### src/rtl/seq_mult16_pkg.sv
// -----------------------------------------------------------------------------
// seq_mult16_pkg
// Shared definitions for the iterative shift-add multiplier:
//   - FSM state encoding (IDLE / RUN)
//   - default operand width MULT_W and derived product width PROD_W
// -----------------------------------------------------------------------------
package seq_mult16_pkg;

  typedef enum logic {
    ST_IDLE = 1'b0,
    ST_RUN  = 1'b1
  } state_t;

  localparam int MULT_W = 16;
  localparam int PROD_W = 2 * MULT_W;

endpackage : seq_mult16_pkg

### src/rtl/seq_mult16.sv
// -----------------------------------------------------------------------------
// seq_mult16
// Iterative unsigned shift-add multiplier. One product bit is processed per
// clock. The result is available WIDTH cycles after the accepting start edge,
// held on product and flagged by a one-cycle done strobe that the downstream
// register uses as its capture qualifier.
//
// Ports:
//   clk      in   1        system clock, rising edge
//   rst      in   1        synchronous active-high reset, highest priority
//   start    in   1        multiply request, honoured only when idle
//   a        in   WIDTH    multiplicand (unsigned), sampled on accepted start
//   b        in   WIDTH    multiplier (unsigned), sampled on accepted start
//   busy     out  1        high while iterating
//   done     out  1        one-cycle pulse, product has just been updated
//   product  out  2*WIDTH  last completed result, held between completions
// -----------------------------------------------------------------------------
module seq_mult16
  import seq_mult16_pkg::*;
#(
  parameter int WIDTH = MULT_W
) (
  input  logic                 clk,
  input  logic                 rst,
  input  logic                 start,
  input  logic [WIDTH-1:0]     a,
  input  logic [WIDTH-1:0]     b,
  output logic                 busy,
  output logic                 done,
  output logic [2*WIDTH-1:0]   product
);

  localparam int PW    = 2 * WIDTH;
  localparam int CNT_W = (WIDTH > 1) ? $clog2(WIDTH) : 1;
  localparam logic [CNT_W-1:0] LAST_CNT = CNT_W'(WIDTH - 1);

  state_t            r_state;
  state_t            w_state_nxt;
  logic [PW-1:0]     r_mcand;
  logic [WIDTH-1:0]  r_mplr;
  logic [PW-1:0]     r_acc;
  logic [CNT_W-1:0]  r_cnt;
  logic [PW-1:0]     r_product;
  logic              r_done;

  logic              w_accept;
  logic              w_last;
  logic [PW-1:0]     w_addend;
  logic [PW-1:0]     w_acc_nxt;

  // State register
  always_ff @(posedge clk) begin
    if (rst) begin
      r_state <= ST_IDLE;
    end else begin
      r_state <= w_state_nxt;
    end
  end

  // Next-state logic
  always_comb begin
    w_state_nxt = r_state;
    w_accept    = 1'b0;
    w_last      = 1'b0;
    case (r_state)
      ST_IDLE: begin
        if (start) begin
          w_accept    = 1'b1;
          w_state_nxt = ST_RUN;
        end
      end
      ST_RUN: begin
        if (r_cnt == LAST_CNT) begin
          w_last      = 1'b1;
          w_state_nxt = ST_IDLE;
        end
      end
      default: w_state_nxt = ST_IDLE;
    endcase
  end

  // The final product must include the addend of the last step, so the
  // completion edge captures the sum rather than the registered accumulator.
  assign w_addend  = r_mplr[0] ? r_mcand : '0;
  assign w_acc_nxt = r_acc + w_addend;

  // Shift-add datapath, counter and completion strobe
  always_ff @(posedge clk) begin
    if (rst) begin
      r_mcand   <= '0;
      r_mplr    <= '0;
      r_acc     <= '0;
      r_cnt     <= '0;
      r_product <= '0;
      r_done    <= 1'b0;
    end else begin
      r_done <= 1'b0;
      if (w_accept) begin
        r_mcand <= {{WIDTH{1'b0}}, a};
        r_mplr  <= b;
        r_acc   <= '0;
        r_cnt   <= '0;
      end else if (r_state == ST_RUN) begin
        r_acc   <= w_acc_nxt;
        r_mcand <= r_mcand << 1;
        r_mplr  <= r_mplr >> 1;
        r_cnt   <= r_cnt + CNT_W'(1);
        if (w_last) begin
          r_product <= w_acc_nxt;
          r_done    <= 1'b1;
        end
      end
    end
  end

  assign busy    = (r_state == ST_RUN);
  assign done    = r_done;
  assign product = r_product;

endmodule : seq_mult16

### config.mk
export PLATFORM = sky130hd
export DESIGN_NAME = seq_mult16
export DESIGN_NICKNAME = d
export VERILOG_FILES = /design/src/rtl/seq_mult16_pkg.sv /design/src/rtl/seq_mult16.sv
export SDC_FILE = /design/constraint.sdc
export NUM_CORES = 1
export LEC_CHECK = 0
export BUFFER_PORTS_ARGS = -buffer_cell sky130_fd_sc_hd__buf_4
export CORE_AREA = 2 2 137 139
export CTS_BUF_LIST = sky130_fd_sc_hd__clkbuf_8 sky130_fd_sc_hd__clkbuf_16
export DETAILED_ROUTE_END_ITERATION = 16
export DIE_AREA = 0 0 139 141
export GPL_TIMING_DRIVEN = 0
export HOLD_SLACK_MARGIN = 0.1
export PLACE_DENSITY = 0.51
export SKIP_LAST_GASP = 1
export SLEW_MARGIN = 20
export SYNTH_ARGS = -nofsm -noshare
export SYNTH_HDL_FRONTEND = slang
export SYNTH_SLANG_ARGS = --single-unit
### constraint.sdc
create_clock -name clk -period 8.1 [get_ports clk]
set_input_delay 0.405 -clock clk [delete_from_list [all_inputs] [get_ports clk]]
set_output_delay 0.405 -clock clk [all_outputs]
set_load 0.05 [all_outputs]
Word-level counts from Yosys, hierarchy flattened
Cells that the tools add are included.

storage, ports and cells
  register bits = 118
  bits in latches = 0
  bits in writable memories = 0
  ROM bits = 0
  bits of input ports = 35
  output and inout bits = 34
  word-level logic and storage cells = 29
  memories = 0

operators by class
  add/subtract/negate cells = 2
  multiply operators = 0
  div/mod/pow operators = 0
  magnitude comparators = 0
  equal/unequal tests = 1
  shift-type cells = 0
  muxes and demuxes = 12
  bitwise gates (word level) = 2
  reduce and logical (&&, ||, !) cells = 4

operator list
  cell                                         count
  2-to-1 mux 16 bit                            4
  adder 32 bit                                 1
  2-to-1 mux 32 bit                            1
  2-to-1 mux 1 bit                             6
  adder 4 x 1 -> 4 bit, second input constant  1
  equality test 4 bit, second input constant   1
  AND reduction 3 bit                          1
  OR reduction 3 bit                           1
  inverter 1 bit                               2
  one-hot mux 1 bit (2 select lines)           1
  nonzero test 2 bit                           1
  OR reduction 2 bit                           1

Longest topological paths before layout
Gate-level depths: netlist of run 1.

  word-level depth = 4
  gate-level depth with buffers = 12

Least setup slack after synthesis of run 1
No wires, ideal clock.

  path kind = reg-to-reg
  start point = register r_mplr[0]
  end point = register r_acc[28]
  setup time = 122 ps
  data arrival time = 2911 ps
  slack = 5067 ps
  cell stages (with the launch flop) = 13
  buffers on the path = 1
  cell sequence = dfxtp_1 clkbuf_1 and2_1 ha_1 fa_1 a21oi_1 o211ai_1 a221oi_2 nor4_2 a211oi_2 o41ai_4 nor4b_2 a311o_1

on the way
  word-level cells in the longest chain between the ends = 2

ends and longest elaborated chain
  what                    RTL line           text
  from (decl)             seq_mult16.sv:40   logic [WIDTH-1:0] r_mplr;
  from (signal assigned)  seq_mult16.sv:106  r_mplr <= r_mplr >> 1;
  2-to-1 mux 32 bit       seq_mult16.sv:84   assign w_addend = r_mplr[0] ? r_mcand : '0;
  adder 32 bit            seq_mult16.sv:85   assign w_acc_nxt = r_acc + w_addend;
  to (signal assigned)    seq_mult16.sv:104  r_acc <= w_acc_nxt;
  to (decl)               seq_mult16.sv:41   logic [PW-1:0] r_acc;

Every way passes these cells.
A chain may end at the register's enable or synchronous reset.

Worst setup path in the final report of run 1
Same ends and word-level chain as after synthesis.

==> results of run 1 <==
cells in the final DEF, fill, tap and decap left out, drive strengths merged, types with 7 or more instances in the layout:
cell	n
a211oi	11
a21o	21
a21oi	84
and2	32
buf	83
clkbuf	52
dfxtp	118
ha	32
inv	17
mux2i	66
nand2	60
nand3	19
nand3b	8
nand4	7
nor2	125
nor3	9
o21ai	21
xnor2	18
xor2	8
metrics by stage:
step	instance area, sq um	setup WS [ps]
2_1_floorplan	6410	5070
3_3_place_gp	7200	4350
3_5_place_dp	7200	4380
4_1_cts	7740	4340
5_1_grt	7740	4100
6_report	7740	4370
state kept, by name (all words and copies together) (netlist names):
signal / cells
r_acc: 32
done: 1
product: 32
busy: 1
r_mplr: 16
r_mcand: 32
r_cnt: 4
routing by layer:
layer | vias up | routed length (um)
met4 | 0 | 366
li1 | 2853 | -
met5 | - | 0
met1 | 2562 | 9000
met3 | 21 | 596
met2 | 92 | 7690
power by group:
part | internal, mW | switching (mW) | total [mW] | leakage [nW]
clock network | 0.434 | 0.255 | 0.689 | 0.294
logic | 0.0423 | 0.0655 | 0.108 | 2.12
registers | 0.593 | 0.00849 | 0.602 | 0.956
total | 1.07 | 0.329 | 1.40 | 3.37
worst paths after layout:
path         cells past startpoint         from  slack [ps]          end
min reg2reg                      2  product[21]         450  product[21]
max reg2reg                     12    r_mplr[0]        4370    r_acc[28]
min                              3        b[15]         290   r_mplr[15]
max                             12    r_mplr[0]        4370    r_acc[28]
cell families after synthesis:
| group | Yosys count |
|---|---|
| AOI/OAI and AO/OA | 175 |
| xor gates and xnor gates | 26 |
| adders and majority gates | 33 |
| buffers and inverters | 58 |
| DFF | 118 |
| muxes | 66 |
| and+or+nand+nor | 284 |
critical path, delay by kind of cell (launching register included):
family / cells / cell delay, ps
buf+inv: 1 / 250
simple gates: 3 / 540
fa+ha+maj: 2 / 640
flops: 1 / 370
compound gates: 6 / 1820
Yosys cell counts, types with 3 or more instances:
cell | n | area (sq um)
nor2_1 | 125 | 469
dfxtp_1 | 118 | 2360
a21oi_1 | 82 | 410
mux2i_1 | 66 | 661
nand2_1 | 59 | 221
and2_1 | 32 | 200
clkbuf_1 | 32 | 120
ha_1 | 32 | 400
a21o_1 | 21 | 158
nand3_1 | 19 | 95.1
xnor2_1 | 18 | 158
buf_1 | 12 | 45.0
o21ai_1 | 12 | 60.1
inv_1 | 10 | 37.5
a211oi_1 | 9 | 67.6
o21ai_0 | 9 | 45.0
nand3b_1 | 8 | 60.1
nor3_1 | 8 | 40.0
xor2_1 | 8 | 70.1
nand4_1 | 6 | 37.5
a31oi_1 | 4 | 25.0
buf_2 | 4 | 20.0
o22ai_1 | 4 | 25.0
a211o_1 | 3 | 26.3
a311o_1 | 3 | 30.0
nor2b_1 | 3 | 18.8
o211ai_1 | 3 | 22.5
area by class of cell:
class | count | area (sq um)
flip-flops and latches | 118 | 2360
multi-input cells | 584 | 3820
repair buffers | 67 | 503
inverters | 10 | 37.5
clock buffers | 20 | 467
clock inverters | 11 | 71.3
well taps | 234 | 293
plain buffers | 48 | 185
fillers | 1924 | 10500
==> results.toml, run 1 <==
[clock_network]
insertion_delay_ps = 410
clk_pin_slew_ps = 50
numClockSinks = 118
cts_made_buffers = 17
cts_buffer_depth = 2
postCtsHoldBufs = 0
cts_tree = "yes"
clockRootBuffer = "clkbuf_16"
cts_setup_buffers = 0
cts_resized = 0
htree_levels = 4

[drt]
wl_mm = 17.7
wl_per_cell_um = 16.2
drtIter0Drc = 418
ant_nets = 0
drc = 0
num_vias = 5528
drtPass1Iterations = 6
viasPerCell = 5.06

[die]
core_sq_um = 18300
rows = 50
die-area_sq_um = 19600
initial_utilization_pct = 35.1
num_io_pins = 69
die_y_um = 141
fp.dieW_um = 139

[critical_path]
cp-end-kind = "flip-flop"
worstPathCellList = "clkbuf_1, and2_1, ha_1, fa_1, a21oi_1, o211ai_1, a221oi_2, nor4_2, a211oi_2, o41ai_4, nor4b_2, a311o_1"
required_ps = 8400
path_class = "flip-flop to flip-flop"
path_max_fanout = 10
crit_arrival_ps = 4030
slowest_delay_ps = 490
critPathSlowestCell = "a211oi_2"
cp-start-kind = "flip-flop"

[synth]
post_synth.cell_area_avg_sq_um = 8.43
synth_top_family_by_area = "simple AND/OR/NAND/NOR gates"
synth_seq_cells = 118
ys_seq_area_share_pct = 36.9
yosys_warnings = 0
ys_types = 63
syn_nets = 828
synth-compound-area-share_pct = 18.2
async_flop_share_pct = 0
synth_area_sq_um = 6410
synth_enable_flop_cells = 0
synth_fa_ha_area_share_pct = 6.56
synth_cells = 760
synthSimpleGateAreaFrac_pct = 21.1
ys.flop_type = "dfxtp_1"
synthMuxAreaShare_pct = 10.3
synth_xor_area_share_pct = 3.55

[global_routing]
antenna_found_initial = 0
grt_max_degree = 17
grt_use_met2_pct = 28.2
gr-usage-met3_pct = 4.14
grt_first_pass_wirelength_mm = 28.2
top_usage_layer = "met2"
first_global_vias = 5252
grtUsageTotal_pct = 18.5
gr-total-overflow = 0
grt_use_met1_pct = 25.5

[power]
peakVddDrop_mv = 0.133
power.total_mw = 1.40
powerDensity_nw_per_um2 = 181
leakage_nw = 3.37

[flow_run]
drv_cap = 0

[sta]
finalHoldWorstSlack_ps = 293
maxSlewHeadroom_pct = 44.2
hold_viol = 0
max_freq_ghz = 0.268
setup_violations = 0
fin_worst_skew_ps = 10.1
finalCritPeriodShare_pct = 46.0
slew_violations = 0
tns_ps = 0
rsz0062_at_grt = "no"
worst_pin_slew_ps = 837
period_minus_slack_ps = 3730

[placement]
routabilityCongestion = 0.835
place_hpwl_mm = 13.4
dp_cells = 1061
portBuffers = 67

[final_layout]
area_delta_synth_final_pct = 20.8
num_antenna_cells = 0
layout-drive-gt1-share_pct = 13.2
fin_cells = 1092
fin_nets = 914
final_util_pct = 42.4

[hold_path]
hold_class = "primary input to flip-flop"

[status]
status = "completed"
(Power assumes the default switching activity.)
==> run 2, diff against run 1 <==
- PLACE_DENSITY: 0.51 -> 0.53
- clock period: 8.1 -> 3.2 ns (I/O delays scaled with it)
==> run 2 against run 1 <==
Against the previous run:
- critical path depth increased by 1
- critical endpoint unchanged
- fmax is 18% higher
- power grew to 2.6 times the previous value
- critical path type unchanged
- first-iteration DRC count is 11% lower
- wire length is 1.4% higher
- via count grew 2.5%
- sequential cell count unchanged
- sequential share of layout area fell by 1.4 points
==> results.toml, run 2 (same netlist as run 1, synthesis figures left out) <==
[drt]
ant_nets = 0
drc = 0
drtPass1Iterations = 6
drtIter0Drc = 373
wl_mm = 17.9
wl_per_cell_um = 16.0
viasPerCell = 5.06
num_vias = 5665

[power]
leakage_nw = 3.50
comb_power_share_pct = 8.2
power_frac_clock_pct = 49.7
p_sw_mw = 0.850
power.total_mw = 3.62
netSwitchingFraction_pct = 23.5
internal_power_mw = 2.77
p_seq_share_pct = 42.1
powerDensity_nw_per_um2 = 445
peakVddDrop_mv = 0.356

[placement]
portBuffers = 67
postPlaceCellArea_sq_um = 7200
dp_cells = 1061
place_hpwl_mm = 13.3
routabilityCongestion = 0.900

[critical_path]
crit_arrival_ps = 3460
r2r_slack_ps = 50
required_ps = 3510
path_max_fanout = 10
path_class = "flip-flop to flip-flop"
cp-start-kind = "flip-flop"
cp-end-kind = "flip-flop"

[die]
initial_utilization_pct = 35.1
fp.dieW_um = 139
core_sq_um = 18300
rows = 50
num_io_pins = 69
die-area_sq_um = 19600
die_y_um = 141

[clock_network]
insertion_delay_ps = 430
numClockSinks = 118
cts_made_buffers = 17
clockRootBuffer = "clkbuf_16"
htree_levels = 4
cts_tree = "yes"
clk_pin_slew_ps = 50
cts_buffer_depth = 2

[sta]
worst_pin_slew_ps = 824
rsz0062_at_grt = "yes"
max_freq_ghz = 0.317
tns_ps = 0
setup_violations = 0
fin_worst_skew_ps = 10.4
slew_violations = 0
hold_viol = 0
period_minus_slack_ps = 3150
maxSlewHeadroom_pct = 45.0
finalCritPeriodShare_pct = 98.6

[final_layout]
fin_area_sq_um = 8140
num_antenna_cells = 0
layout_common_cells = "nor2_1, dfxtp_1, a21oi_1"
area_delta_synth_final_pct = 26.9
fin_nets = 943
mostFrequentLayoutCell = "nor2_1"
fin_cells = 1119
layout-drive-gt1-share_pct = 15.6

[flow_run]
drv_cap = 0

[global_routing]
gr-total-overflow = 0
grt_max_degree = 17
grtUsageTotal_pct = 18.5
grt_first_pass_wirelength_mm = 29.0
antenna_found_initial = 0
first_global_vias = 5517

[status]
status = "completed"

[hold_path]
hold_class = "primary input to flip-flop"
## run 2: cell count changes in the layout (fill, tap and decap cells not counted), moves of 2 or more
| cell | change |
|---|---|
| a31oi_1 | -2 |
| buf_4 | +8 |
| clkbuf_1 | -3 |
| clkbuf_8 | +3 |
| dlygate4sd3_1 | +21 |
| ha_1 | -4 |
| ha_2 | +2 |
| ha_4 | +2 |
| inv_1 | -4 |
## run 2: cell type report
class / instances / area (sq um)
Buffer: 48 / 198
Clock inverter: 7 / 56.3
Clock buffer: 22 / 494
Sequential cell: 118 / 2370
Inverter: 10 / 37.5
Timing Repair Buffer: 96 / 773
Multi-Input combinational cell: 584 / 3920
Tap cell: 234 / 293
Fill cell: 1868 / 10100
## run 2: critical path, stage by stage (launching register included)
cell and delay, ps:
dfxtp_4 370, clkbuf_8 170, and2_4 170, ha_4 160, fa_2 370, a21oi_2 170
o211ai_1 190, a221oi_2 400, nor4_2 90, a211oi_2 200, buf_4 170, o41ai_4 80
nor4b_2 180, a311o_1 320
## run 2: worst paths after layout
check	start	end	cells after the start
worst max-delay path	r_mplr[0]	r_acc[28]	13
worst min register to register	product[5]	product[5]	2
worst min-delay path	b[4]	r_mplr[4]	5
worst max register to register	r_mplr[0]	r_acc[28]	13
## run 2: power groups by stage
stage                     Combinational (mW)  Clock (mW)  Sequential (mW)
after detailed placement               0.272           0             1.55
after global placement                 0.273           0             1.55
final                                  0.295        1.80             1.52
after floorplan                        0.179           0             1.55
after CTS                              0.295        1.83             1.52
after global routing                   0.326        1.90             1.53
## run 2: what timing repair did
action | 4_1_cts | 5_1_grt
hold endpoints to repair | 21 | 0
gates resized for setup | 7 | 19
gates cloned | 0 | 0
setup buffers | 3 | 5
setup endpoints to repair | 11 | 16
hold buffers | 21 | 0
pin swaps | 4 | 8
## run 2: stage by stage
step	utilization [%]	hold WS [ps]	worst slack [ps]
4_1_cts	43.8	100	2.13
2_1_floorplan	-	355	167
5_1_grt	44.5	122	-59.4
3_5_place_dp	39.4	448	-535
6_report	44.5	97.0	45.7
3_3_place_gp	39.4	445	-556
## run 2: per-layer routing
metal	track usage [%]	vias to the layer above	wire (um)
li1	-	2910	-
met1	25.6	2615	8950
met2	28.6	117	7940
met3	3.87	23	710
met4	6.75	0	314
met5	0	-	0
==> run 3, diff against run 2 <==
- CORE_AREA: 2 2 137 139 -> 2 2 123 125
- DIE_AREA: 0 0 139 141 -> 0 0 125 127
- PLACE_DENSITY: 0.53 -> 0.63
==> run 3 against run 2 <==
Against the previous run:
- sequential cell count unchanged
- global-route usage up 4.2 points
- wire length down 1.2%
- critical path depth unchanged
- combinational power hardly changed
- worst setup slack better by 13 ps
==> results.toml, run 3 (same netlist as run 1, synthesis figures left out) <==
[sta]
slew_violations = 0
hold_viol = 0
period_minus_slack_ps = 3140
worst_pin_slew_ps = 803
maxSlewHeadroom_pct = 46.4
finalCritPeriodShare_pct = 98.2
rsz0062_at_grt = "yes"
setup_violations = 0
fin_worst_skew_ps = 10.1
max_freq_ghz = 0.318

[power]
power_frac_clock_pct = 53.3
netSwitchingFraction_pct = 22.6
comb_power_share_pct = 7.6
peakVddDrop_mv = 0.359
p_sw_mw = 0.881
leakage_nw = 3.52
powerDensity_nw_per_um2 = 480
internal_power_mw = 3.01
p_seq_share_pct = 39.1

[final_layout]
final_util_pct = 56.2
layout-drive-gt1-share_pct = 15.7
mostFrequentLayoutCell = "nor2_1"
fin_cells = 1069
area_delta_synth_final_pct = 26.4
num_antenna_cells = 0
fin_nets = 940
layout_common_cells = "nor2_1, dfxtp_1, a21oi_1"

[critical_path]
cp-end-kind = "flip-flop"
setup.worst_path.start = "r_mplr[0]"
cp-start-kind = "flip-flop"
cp_top_family = "compound AO/OA/AOI/OAI gates"
slowest_delay_ps = 400
crit_buf_inv = 2
required_ps = 3510
reg2reg_from = "r_mplr[0]"
crit_arrival_ps = 3450
critPathSlowestCell = "fa_2"
path_max_fanout = 10
worstPathCellList = "buf_4, and2_4, ha_4, fa_2, a21oi_2, o211ai_1, a221oi_2, nor4_2, a211oi_2, buf_4, o41ai_4, nor4b_2, a311o_1"
crit_top_cell = "buf_4"
path_class = "flip-flop to flip-flop"

[die]
fp.dieW_um = 125
core_sq_um = 14400
rows = 44
initial_utilization_pct = 44.4
die_y_um = 127
num_io_pins = 69
die-area_sq_um = 15900

[global_routing]
antenna_found_initial = 0
gr-usage-met3_pct = 6.32
grt_first_pass_wirelength_mm = 28.7
gr-total-overflow = 0
top_usage_layer = "met2"
grt_use_met2_pct = 36.3
grtUsageTotal_pct = 22.7
first_global_vias = 5695
grt_max_degree = 17
grt_use_met1_pct = 29.4

[placement]
place_hpwl_mm = 13.0
routabilityCongestion = 0.897
portBuffers = 67
dp_cells = 1011

[drt]
drtPass1Iterations = 5
num_vias = 5861
ant_nets = 0
drc = 0
drtIter0Drc = 312
viasPerCell = 5.48
wl_mm = 17.7
wl_per_cell_um = 16.6

[clock_network]
cts_tree = "yes"
insertion_delay_ps = 430
clk_pin_slew_ps = 50
numClockSinks = 118
cts_made_buffers = 17
clockRootBuffer = "clkbuf_16"
htree_levels = 4
cts_buffer_depth = 2

[hold_path]
hold_class = "primary input to flip-flop"
hold_path_startpoint = "b[11]"

[status]
status = "completed"

[flow_run]
drv_cap = 0
## run 3: through the flow
stage	instance area, sq um	hold slack (ps)	setup TNS [ps]	worst slack, ps	power [mW]
floorplan	6410	355	0	167	1.73
global placement	7140	445	-1610	-432	1.82
finish	8100	113	0	58.8	3.89
CTS	8030	103	0	24.1	3.91
detailed placement	7140	449	-1930	-465	1.82
global route	8100	125	-55.5	-49.0	4.01
## run 3: worst register-to-register path: stages (launching register included)
cell and delay [ps]:
dfxtp_2 350, buf_4 170, and2_4 170, ha_4 170, fa_2 400, a21oi_2 180, o211ai_1 200, a221oi_2 390
nor4_2 80, a211oi_2 150, buf_4 170, o41ai_4 80, nor4b_2 180, a311o_1 320
## run 3: path summary, 6_finish.rpt
path	end	slack, ps	depth (start not counted)
min	r_mplr[11]	110	5
max	r_acc[28]	60	13
max reg2reg	r_acc[28]	60	13
min reg2reg	product[9]	450	2
## run 3: power groups by stage
stage               Combinational [mW]  Sequential [mW]  Clock [mW]
global placement                 0.265             1.55           0
CTS                              0.294             1.52        2.09
floorplan                        0.179             1.55           0
detailed placement               0.272             1.55           0
finish                           0.295             1.52        2.08
global route                     0.324             1.53        2.16
## run 3: area by class of cell
type                            count  area, sq um
Buffer                             48          194
Clock buffer                       25          536
Timing Repair Buffer               93          748
Tap cell                          184          230
Multi-Input combinational cell    584         3880
Fill cell                        1318         6320
Sequential cell                   118         2360
Inverter                           10         37.5
Clock inverter                      7          113
## run 3: timing repair
action / 4_1_cts / 5_1_grt
hold buffers: 20 / 0
endpoints found under the hold margin: 20 / 0
setup buffers: 3 / 3
pin swaps: 4 / 8
gates resized for setup: 7 / 13
endpoints found under the setup margin: 8 / 14
## run 3: metal layers
metal,wire length (um),vias to the layer above
met5,0,-
met4,357,0
met3,1030,31
met2,8170,167
met1,8140,2770
li1,-,2893
